--- src/rtl/reg_dump_tx_if.sv ---
// Signal bundle between the register dump engine and its surroundings:
// start request, register-file read port, serial line and status flags.
interface reg_dump_tx_if #(
  parameter int DATA_WIDTH = 32
);
  logic                  start;
  logic [4:0]            rd_addr;
  logic [DATA_WIDTH-1:0] rd_data;
  logic                  tx;
  logic                  busy;
  logic                  done;

  modport master (
    input  start, rd_data,
    output rd_addr, tx, busy, done
  );

  modport slave (
    output start, rd_data,
    input  rd_addr, tx, busy, done
  );
endinterface

--- src/rtl/reg_dump_tx.sv ---
// Debug read-out engine: walks registers 0..LAST_REG and sends each as an
// index byte plus its data bytes (MSB byte first) on a UART 8N1 line.
module reg_dump_tx #(
  parameter int DATA_WIDTH   = 32,
  parameter int CLKS_PER_BIT = 434,
  parameter int LAST_REG     = 31
) (
  input  logic          clk,
  input  logic          reset,
  reg_dump_tx_if.master bus
);

  localparam int BYTES  = DATA_WIDTH / 8;
  localparam int BAUD_W = $clog2(CLKS_PER_BIT);
  localparam int BYTE_W = $clog2(BYTES + 1);
  localparam logic [BAUD_W-1:0] BAUD_LAST = BAUD_W'(CLKS_PER_BIT - 1);
  localparam logic [BYTE_W-1:0] BYTE_LAST = BYTE_W'(BYTES);
  localparam logic [4:0]        LAST_IDX  = 5'(LAST_REG);

  typedef enum logic [2:0] {
    IDLE, ADDR, LOAD, START_BIT, DATA_BITS, STOP_BIT, NEXT
  } state_t;

  state_t                state, state_next, after_reg;
  logic [4:0]            index, index_d;
  logic [DATA_WIDTH-1:0] word, word_d;
  logic [7:0]            shreg, shreg_d;
  logic [BYTE_W-1:0]     byte_cnt, byte_cnt_d;
  logic [2:0]            bit_cnt, bit_cnt_d;
  logic [BAUD_W-1:0]     baud_cnt, baud_d;
  logic                  tx_q, busy_q, done_q;
  logic                  tx_d, busy_d, done_d;
  logic                  baud_end;

  assign baud_end    = (baud_cnt == BAUD_LAST);
  assign after_reg   = (index == LAST_IDX) ? IDLE : ADDR;
  assign bus.rd_addr = index;
  assign bus.tx      = tx_q;
  assign bus.busy    = busy_q;
  assign bus.done    = done_q;

  always_ff @(posedge clk or negedge reset) begin
    if (!reset) begin
      state    <= IDLE;
      index    <= '0;
      word     <= '0;
      shreg    <= '0;
      byte_cnt <= '0;
      bit_cnt  <= '0;
      baud_cnt <= '0;
      tx_q     <= 1'b1;
      busy_q   <= 1'b0;
      done_q   <= 1'b0;
    end else begin
      state    <= state_next;
      index    <= index_d;
      word     <= word_d;
      shreg    <= shreg_d;
      byte_cnt <= byte_cnt_d;
      bit_cnt  <= bit_cnt_d;
      baud_cnt <= baud_d;
      tx_q     <= tx_d;
      busy_q   <= busy_d;
      done_q   <= done_d;
    end
  end

  // The NEXT decision is folded into the final stop-bit cycle so the
  // inter-register gap stays at two cycles; NEXT itself is only a fallback.
  always_comb begin
    state_next = state;
    case (state)
      IDLE:      if (bus.start) state_next = ADDR;
      ADDR:      state_next = LOAD;
      LOAD:      state_next = START_BIT;
      START_BIT: if (baud_end) state_next = DATA_BITS;
      DATA_BITS: if (baud_end && bit_cnt == 3'd7) state_next = STOP_BIT;
      STOP_BIT:  if (baud_end) state_next = (byte_cnt == BYTE_LAST) ? after_reg : START_BIT;
      NEXT:      state_next = after_reg;
      default:   state_next = IDLE;
    endcase
  end

  always_comb begin
    index_d    = index;
    word_d     = word;
    shreg_d    = shreg;
    byte_cnt_d = byte_cnt;
    bit_cnt_d  = bit_cnt;
    baud_d     = baud_end ? '0 : baud_cnt + 1'b1;
    case (state)
      IDLE: begin
        baud_d = '0;
        if (bus.start) index_d = '0;
      end
      ADDR: baud_d = '0;
      LOAD: begin
        baud_d     = '0;
        word_d     = bus.rd_data;
        shreg_d    = {3'b000, index};
        byte_cnt_d = '0;
        bit_cnt_d  = '0;
      end
      DATA_BITS: begin
        if (baud_end) begin
          shreg_d   = {1'b0, shreg[7:1]};
          bit_cnt_d = bit_cnt + 1'b1;
        end
      end
      STOP_BIT: begin
        if (baud_end) begin
          if (byte_cnt == BYTE_LAST) begin
            index_d = (index == LAST_IDX) ? '0 : index + 1'b1;
          end else begin
            shreg_d    = word[DATA_WIDTH-1 -: 8];
            word_d     = word << 8;
            byte_cnt_d = byte_cnt + 1'b1;
          end
        end
      end
      NEXT: index_d = (index == LAST_IDX) ? '0 : index + 1'b1;
      default: ;
    endcase

    // tx is registered, so it follows the state being entered.
    tx_d = 1'b1;
    if (state_next == START_BIT)      tx_d = 1'b0;
    else if (state_next == DATA_BITS) tx_d = shreg_d[0];
    busy_d = (state_next != IDLE);
    done_d = (state_next == IDLE) && (state == STOP_BIT || state == NEXT);
  end

endmodule

--- src/flat_wrapper.sv ---
// flat-port wrapper written by rule: the top's interface ports become plain ports
module reg_dump_tx_flat 
#(
  parameter int DATA_WIDTH   = 32,
  parameter int CLKS_PER_BIT = 434,
  parameter int LAST_REG     = 31
)
  (clk, reset, bus_start, bus_rd_data, bus_rd_addr, bus_tx, bus_busy, bus_done);
  reg_dump_tx_if #(.DATA_WIDTH(DATA_WIDTH)) bus_i ();
  input  logic clk;
  input  logic reset;
  input wire logic [$bits(bus_i.start)-1:0] bus_start;
  input wire logic [$bits(bus_i.rd_data)-1:0] bus_rd_data;
  output wire logic [$bits(bus_i.rd_addr)-1:0] bus_rd_addr;
  output wire logic [$bits(bus_i.tx)-1:0] bus_tx;
  output wire logic [$bits(bus_i.busy)-1:0] bus_busy;
  output wire logic [$bits(bus_i.done)-1:0] bus_done;
  assign bus_i.start = bus_start;
  assign bus_i.rd_data = bus_rd_data;
  assign bus_rd_addr = bus_i.rd_addr;
  assign bus_tx = bus_i.tx;
  assign bus_busy = bus_i.busy;
  assign bus_done = bus_i.done;
  reg_dump_tx #(.DATA_WIDTH(DATA_WIDTH), .CLKS_PER_BIT(CLKS_PER_BIT), .LAST_REG(LAST_REG)) u_core (.clk(clk), .reset(reset), .bus(bus_i));
endmodule
--- config.mk ---
export PLATFORM = sky130hd
export DESIGN_NAME = reg_dump_tx_flat
export DESIGN_NICKNAME = d
export VERILOG_FILES = /design/src/rtl/reg_dump_tx_if.sv /design/src/rtl/reg_dump_tx.sv /design/src/flat_wrapper.sv
export SDC_FILE = /design/constraint.sdc
export NUM_CORES = 1
export LEC_CHECK = 0
export CORE_MARGIN = 2
export CORE_UTILIZATION = 40
export DETAILED_ROUTE_END_ITERATION = 8
export DONT_BUFFER_PORTS = 1
export PLACE_DENSITY = 0.54
export SLEW_MARGIN = 20
export SYNTH_ARGS = -nofsm -noshare
export SYNTH_HDL_FRONTEND = slang
export SYNTH_SLANG_ARGS = --single-unit
--- constraint.sdc ---
create_clock -name clk -period 6.3 [get_ports clk]
set_input_delay 0.315 -clock clk [delete_from_list [all_inputs] [get_ports clk]]
set_output_delay 0.315 -clock clk [all_outputs]
set_load 0.005 [all_outputs]
After elaboration in Yosys (flattened, before gate mapping) --
Index checks and enable logic that the tools add are counted.
Operators by class: $add $sub $neg 4, equal/unequal tests 17, multiplexer cells 28, reductions and logical operators 15
Operators with widths (count):
- 2-to-1 mux 32 bit | 2
- one-hot mux 32 bit (2 select lines) | 1
- 2-to-1 mux 3 bit | 8
- 2-to-1 mux 8 bit | 3
- one-hot mux 8 bit (3 select lines) | 1
- one-hot mux 3 bit (7 select lines) | 1
- 2-to-1 mux 5 bit | 4
- equality test 3 bit (second input constant) | 6
- 2-to-1 mux 9 bit | 2
- one-hot mux 5 bit (3 select lines) | 1
- one-hot mux 3 bit (2 select lines) | 2
- adder 9 x 1 -> 9 bit (second input constant) | 1
- equality test 3 x 2 -> 1 bit (second input constant) | 3
- equality test 9 bit (second input constant) | 1
- nonzero test 3 bit | 3
- AND reduction 4 bit | 2
- adder 3 x 1 -> 3 bit (second input constant) | 2
- zero test 3 bit | 2
- != test 2 x 1 -> 1 bit (second input constant) | 3
- adder 5 x 1 -> 5 bit (second input constant) | 1
- equality test 5 bit (second input constant) | 1
- != test 2 bit (second input constant) | 2
- nonzero test 2 bit | 2
- equality test 3 x 1 -> 1 bit (second input constant) | 1
- 6 further kinds | 9
Word-level totals: register bits after elaboration 66, input bits 35, output and inout bits 8, word-level logic and storage cells 75

Depth between registers and ports, before layout --
Gate-level depths: netlist of the first run.
depth in word-level cells 8, gate-level depth with buffers 9, depth with buffers taken out 8

Worst setup path before layout of the first run --
OpenSTA, ideal clock, no wires.
path kind flip-flop to flip-flop, from reg u_core.baud_cnt[3], to reg u_core.index[3] (netlist: u_core.bus.rd_addr[3]), library setup time 0.128 ns, arrival time 1.992 ns, data required time 6.172 ns, slack 4.180 ns, cell stages (with the launch flop) 7, buffers on the path 1, cell sequence dfrtp_1 or4b_1 buf_2 or4_1 nand3_2 mux2i_1 o21ai_0
On the way: cells in the longest elaborated chain, start to end 3
RTL lines:
- start, declared | RTL line reg_dump_tx.sv:30 | logic [BAUD_W-1:0] baud_cnt, baud_d;
- start signal, assigned | RTL line reg_dump_tx.sv:61 | baud_cnt <= baud_d;
- equality test 9 bit | RTL line reg_dump_tx.sv:35 | assign baud_end = (baud_cnt == BAUD_LAST);
- != test 2 x 1 -> 1 bit (no line)
- AND reduction 4 bit (no line)
- end signal, assigned | RTL line reg_dump_tx.sv:56 | index <= index_d;
- end, declared | RTL line reg_dump_tx.sv:25 | logic [4:0] index, index_d;
Every way passes these cells. A chain may end at the register's enable or synchronous reset.

Worst setup path after layout of the first run --
from reg u_core.baud_cnt[3], to reg u_core.word[13]
On the way: cells in the longest elaborated chain, start to end 3
RTL lines:
- equality test 9 bit | RTL line reg_dump_tx.sv:35
- != test 2 x 1 -> 1 bit (no line)
- AND reduction 3 bit (no line)
- end signal, assigned | RTL line reg_dump_tx.sv:57 | word <= word_d;
- end, declared | RTL line reg_dump_tx.sv:26 | logic [DATA_WIDTH-1:0] word, word_d;
Every way passes these cells.

==> results of run 1 <==
## final cells by class
type	count	share of cell area, %
sequential	66	47.3
timing repair buffer	6	2.04
tap	102	3.65
inverter	13	1.40
multi-input combinational	244	39.7
clock buffer	10	3.94
clock inverter	6	1.90
## layer usage
| metal | vias to the layer above | global-route usage (%) |
|---|---|---|
| met5 | - | 0 |
| met4 | 0 | 5.88 |
| met3 | 10 | 5.16 |
| met2 | 37 | 25.0 |
| met1 | 1091 | 22.8 |
| li1 | 1173 | - |
## cell families (layout without fill, tap and decap cells)
group           after synthesis  in the layout  share of synthesized area [%]
compound gates               62             62                           13.4
xor+xnor                      8              8                           2.19
fa+ha+maj                     8              8                           3.13
buf+inv                      34             35                           4.78
flops                        66             66                           51.8
mux                           7              7                           2.23
simple gates                159            159                           22.5
## sequential cells by signal (all words and copies together), names as in the netlist
register	flops
u_core.bus.rd_addr	5
u_core.bus.done	1
u_core.state	3
u_core.bus.busy	1
u_core.bus.tx	1
u_core.byte_cnt	3
u_core.word	32
u_core.shreg	8
u_core.bit_cnt	3
u_core.baud_cnt	9
## power breakdown
part	leakage (nW)	total, mW	switching (mW)	internal [mW]
clock network	0.0945	0.361	0.168	0.193
registers	0.774	0.440	0.00603	0.434
logic	0.727	0.0248	0.0154	0.00933
total	1.60	0.826	0.190	0.636
## timing repair
action	CTS	global route
hold buffers	2	0
hold endpoints to repair	66	0
resized for setup	0	0
## stage by stage
step | util, % | std cells | hold slack [ps] | instance area [sq um]
after detailed placement | 41.9 | 428 | 21.9 | 3240
after global routing | 45.2 | 447 | 87.2 | 3490
final | 45.2 | 447 | 86.7 | 3490
after floorplan | - | 344 | 19.4 | 3190
after global placement | 41.9 | 428 | 21.8 | 3240
after CTS | 45.0 | 446 | 76.5 | 3480
## cells in the final DEF (no fill, tap or decap), drive strengths merged, types with 2 or more instances in the layout
cell | synthesis | final
a222oi | 6 | 6
a22o | 2 | 2
a31oi | 26 | 26
a41o | 2 | 2
and3 | 4 | 4
buf | 9 | 5
clkbuf | 12 | 10
clkinv | 0 | 2
clkinvlp | 0 | 3
dfrtp | 65 | 65
ha | 8 | 8
inv | 13 | 13
mux2i | 6 | 6
nand2 | 80 | 80
nand2b | 5 | 5
nand3 | 11 | 11
nor2 | 41 | 41
nor2b | 3 | 3
o21ai | 16 | 16
o21bai | 2 | 2
or2 | 3 | 3
or4 | 2 | 2
xnor2 | 3 | 3
xor2 | 5 | 5
## worst max-delay path, stage by stage (launching register included)
cell,delay [ps]
dfrtp_1,430
or4b_1,720
nor4b_4,350
or2_1,230
buf_4,400
nor2_1,80
a31oi_1,160
## how the worst min path moves through the flow
stage,from,slack [ps],endpoint,depth (start not counted)
after floorplan,reset,20,u_core.baud_cnt[0],0
after global placement,reset,20,u_core.bus.rd_addr[0],0
after detailed placement,reset,20,u_core.bus.rd_addr[0],0
after CTS,bus_rd_data[6],80,u_core.word[6],2
after global routing,bus_rd_data[1],90,u_core.word[1],2
final,bus_rd_data[6],90,u_core.word[6],2
==> results.cfg, run 1 <==
[clock_tree]
clock_latency_ps = 340
clk_path_buf_depth = 2
cts.sink_count = 66
cts_tree = done
htreeDepth = 3
cts_setup_buffers = 0
clk_pin_slew_ps = 70
cts_root_buf = clkbuf_8
cts_made_buffers = 9

[global_route]
grt_overflow = 0
grt_max_degree = 67
grt_util_all_layers_pct = 16.6
grt_pass1_wl_mm = 11.3
antenna_found_initial = 0
grt_pass1_vias = 2291

[synth]
synthArstFlopShare_pct = 100
synth_largest_area_cell = dfrtp_1
synth.top_cell.area_share_pct = 50.9
ys_top_cells_by_count = 80 x nand2_1, 65 x dfrtp_1, 40 x nor2_1, 25 x a31oi_1, 15 x o21ai_0
ys_seq_elements = 66
avgSynthCellArea_sq_um = 9.28
synth.top_cells.by_area = dfrtp_1 51%, nand2_1 9.4%, a31oi_1 4.9%
synth_cell_types = 49
synth_edf_count = 0
syn-cell-area_sq_um = 3190
yosysMostFrequentCell = nand2_1
synth_fp_nets = 387
ys_seq_area_share_pct = 51.8
ys.flop_type = dfrtp_1
synth_cells = 344
ys_warn_count = 0

[final_layout]
regArea_sq_um = 1650
layout-drive-gt1-share_pct = 8.99
area_growth_pct = 9.37
nets = 383
fillerInstances = 764
multi_input_area_sq_um = 1390
insertedDiodeCount = 0

[placed_design]
gp_congestion = 0.794
dp_hpwl_mm = 4.50
numPortBuffers = 0
place_ws_ps = 3500

[routing]
wl_met1_mm = 3.19
top_layer_used = met4
drt-vias-per-instance = 5.17
post-route-drc-count = 0
wl_met3_um = 307
dr.pass1.iters = 5
routed_wl_mm = 6.57
drtIter0Drc = 168
postRouteAntennaNets = 0
met2_length_mm = 2.99
post_drt_wl_per_cell_um = 14.7
vias = 2311

[timing]
tightest_slew_ps = 891
hold_viol_final = 0
slew_headroom_pct = 40.6
fin_ws_ps = 3850
timing.final.crit_share_pct = 38.8
fin_crit_ps = 2450
skew_ps = 9.76
rsz0062_at_grt = false
drv_slew = 0
max_freq_mhz = 409
finalSetupViolCount = 0
setup_tns_ps = 0

[setup_path]
r2r_slack_ps = 3850
setup.worst_path.end = u_core.word[13]
critical_path_class = flip-flop to flip-flop
required_ps = 6560
worst-r2r-cell-count = 6
worstSetupEndpointType = flip-flop
timing.rr.start = u_core.baud_cnt[3]
crit_fanout = 45
startpoint_type = flip-flop
arrival_ps = 2710
crit_start = u_core.baud_cnt[3]
r2r_end = u_core.word[13]

[floorplan]
die_w_um = 93.3
num_io_pins = 43
die_h_um = 93.3
fp-row-count = 32
dieArea_sq_um = 8710
core_sq_um = 7730
start_util_pct = 41.3

[power_and_ir_drop]
powerDensity_nw_per_um2 = 237
ir_worst_vdd_mv = 0.111
power_leakage_nw = 1.60
total_power_mw = 0.826

[flow_run]
drv_cap = 0

[run_status]
status = complete, no violations

[min_path]
hold_path_class = primary input to flip-flop
Note: power is estimated with default switching activity, not from simulation.
==> run 2, diff against run 1 <==
--- a/config.mk
+++ b/config.mk
@@ -9,7 +9,7 @@
 export CORE_UTILIZATION = 40
 export DETAILED_ROUTE_END_ITERATION = 8
 export DONT_BUFFER_PORTS = 1
-export PLACE_DENSITY = 0.54
+export PLACE_DENSITY = 0.56
 export SLEW_MARGIN = 20
 export SYNTH_ARGS = -nofsm -noshare
 export SYNTH_HDL_FRONTEND = slang
==> constraint.sdc (replaced) <==
create_clock -name clk -period 2.15 [get_ports clk]
set_input_delay 0.1075 -clock clk [delete_from_list [all_inputs] [get_ports clk]]
set_output_delay 0.1075 -clock clk [all_outputs]
set_load 0.005 [all_outputs]
==> run 2 against run 1 <==
Via count grew 9.2%. First-iteration DRC count down 35%. Routed wire length is 6.5% higher. Critical path depth shrank 1. Combinational power increased to 4.9 times the previous value. Setup slack worse by 3800 ps. Die area is the same. Register-to-register slack got worse by 3800 ps. Critical endpoint is now u_core.bus.rd_addr[3].
==> results.cfg, run 2 (synthesized netlist as in run 1, its figures left out) <==
[timing]
max_freq_mhz = 478
timing.final.crit_share_pct = 97.2
fin_crit_ps = 2090
setup_tns_ps = 0
tightest_slew_ps = 451
whs_ps = 200
rsz0062_at_grt = true
fin_ws_ps = 59.3
hold_viol_final = 0
drv_slew = 0
skew_ps = 7.68
slew_headroom_pct = 69.9
finalSetupViolCount = 0

[floorplan]
num_io_pins = 43
start_util_pct = 41.3
core_sq_um = 7730
die_w_um = 93.3
fp-row-count = 32
dieArea_sq_um = 8710
die_h_um = 93.3

[routing]
dr.pass1.iters = 4
drt-vias-per-instance = 5.09
drtIter0Drc = 109
post-route-drc-count = 0
vias = 2524
routed_wl_mm = 7.00
postRouteAntennaNets = 0
post_drt_wl_per_cell_um = 14.1

[placed_design]
place_ws_ps = -44.0
dp_hpwl_mm = 4.75
gp_congestion = 0.759
dpl-instance-area_sq_um = 3390
numPortBuffers = 0

[clock_tree]
clk_path_buf_depth = 2
cts_root_buf = clkbuf_8
cts_setup_buffers = 0
htreeDepth = 3
cts_made_buffers = 9
clk_pin_slew_ps = 70
cts.sink_count = 66
cts_tree = done
clock_latency_ps = 340

[final_layout]
largest-register = u_core.word
area_growth_pct = 25.7
layout-drive-gt1-share_pct = 12.2
insertedDiodeCount = 0
final_cell_mix = 80 x nand2_1, 65 x dfrtp_1, 40 x nor2_1
layout_commonest_cell = nand2_1
final_area_sq_um = 4010
post-route-util_pct = 51.9
reg_top3 = u_core.word (32), u_core.baud_cnt (9), u_core.shreg (8)
largest_register_ffs = 32
nets = 432

[setup_path]
cp_cell_sequence = or4b_4, or4_1, nand3_2, mux2i_1, o21ai_0
r2r_slack_ps = 60
crit_fanout = 7
critPathBufInv = 0
critical_path_class = flip-flop to flip-flop
arrival_ps = 2310
startpoint_type = flip-flop
worstSetupEndpointType = flip-flop
path_delay_family = simple AND/OR/NAND/NOR gates
cp_slowest_cell = or4b_4
cpPeakStageDelay_ps = 600
required_ps = 2370

[global_route]
grt_pass1_vias = 2472
grt_pass1_wl_mm = 11.8
antenna_found_initial = 0
grt_util_all_layers_pct = 17.4
grt_max_degree = 67
grt_overflow = 0

[run_status]
status = complete, no violations

[power_and_ir_drop]
power_leakage_nw = 1.85
powerDensity_nw_per_um2 = 694
ir_worst_vdd_mv = 0.357

[min_path]
hold_path_class = primary input to flip-flop

[flow_run]
drv_cap = 0
==> run 2: cell types whose count changed in the layout (fill, tap and decap cells not counted), sizes merged <==
cell	previous run	this run
buf	5	22
clkinvlp	3	0
bufinv	1	4
inv	13	14
clkinv	2	1
dlygate4sd3	1	33
==> run 2: worst paths after layout <==
kind	startpoint	to	cells past startpoint
worst max-delay path	u_core.baud_cnt[3]	u_core.bus.rd_addr[3]	5
worst min-delay path	bus_start	u_core.state[0]	3
worst max register to register	u_core.baud_cnt[3]	u_core.bus.rd_addr[3]	5
worst min register to register	u_core.baud_cnt[0]	u_core.baud_cnt[0]	1
max in group asynchronous	reset	u_core.bit_cnt[2]	2
min in group asynchronous	reset	u_core.state[2]	2
==> run 2: layout make-up <==
class / instances / area [sq um]
fillers: 722 / 3710
flip-flops and latches: 66 / 1650
multi-input cells: 244 / 1390
repair buffers: 55 / 528
clock inverters: 6 / 138
clock buffers: 10 / 128
well taps: 102 / 128
inverters: 13 / 48.8
==> run 2: what timing repair did <==
| item | CTS | global route |
|---|---|---|
| cloned | 0 | 0 |
| hold endpoints to repair | 98 | 0 |
| endpoints found under the setup margin | 6 | 4 |
| resized for setup | 1 | 0 |
| pin swaps | 0 | 1 |
| hold buffers | 34 | 0 |
==> run 2: per-stage QoR <==
step                      std cells  power, mW
after floorplan                 344       1.34
after global placement          446       1.35
after detailed placement        446       1.36
after CTS                       496       2.82
after global routing            496       2.90
final                           496       2.78
==> run 2: power by group <==
part	switching, mW	leakage, nW	internal (mW)
sequential	0.0172	0.774	1.27
combinational	0.0554	0.946	0.0653
clock	0.481	0.131	0.894
total	0.553	1.85	2.23
==> run 2: worst reg2reg max path: stages, from the launching register on <==
cell	delay [ps]
dfrtp_1	380
or4b_4	600
or4_1	560
nand3_2	150
mux2i_1	200
o21ai_0	100
==> run 2: per-layer routing <==
layer | part of all wire (%) | GRT usage [%] | wire length (um)
met1 | 48 | 23.7 | 3390
met5 | 0 | 0 | 0
met2 | 47 | 27.2 | 3290
met4 | 0.63 | 4.78 | 44
met3 | 3.9 | 4.83 | 270
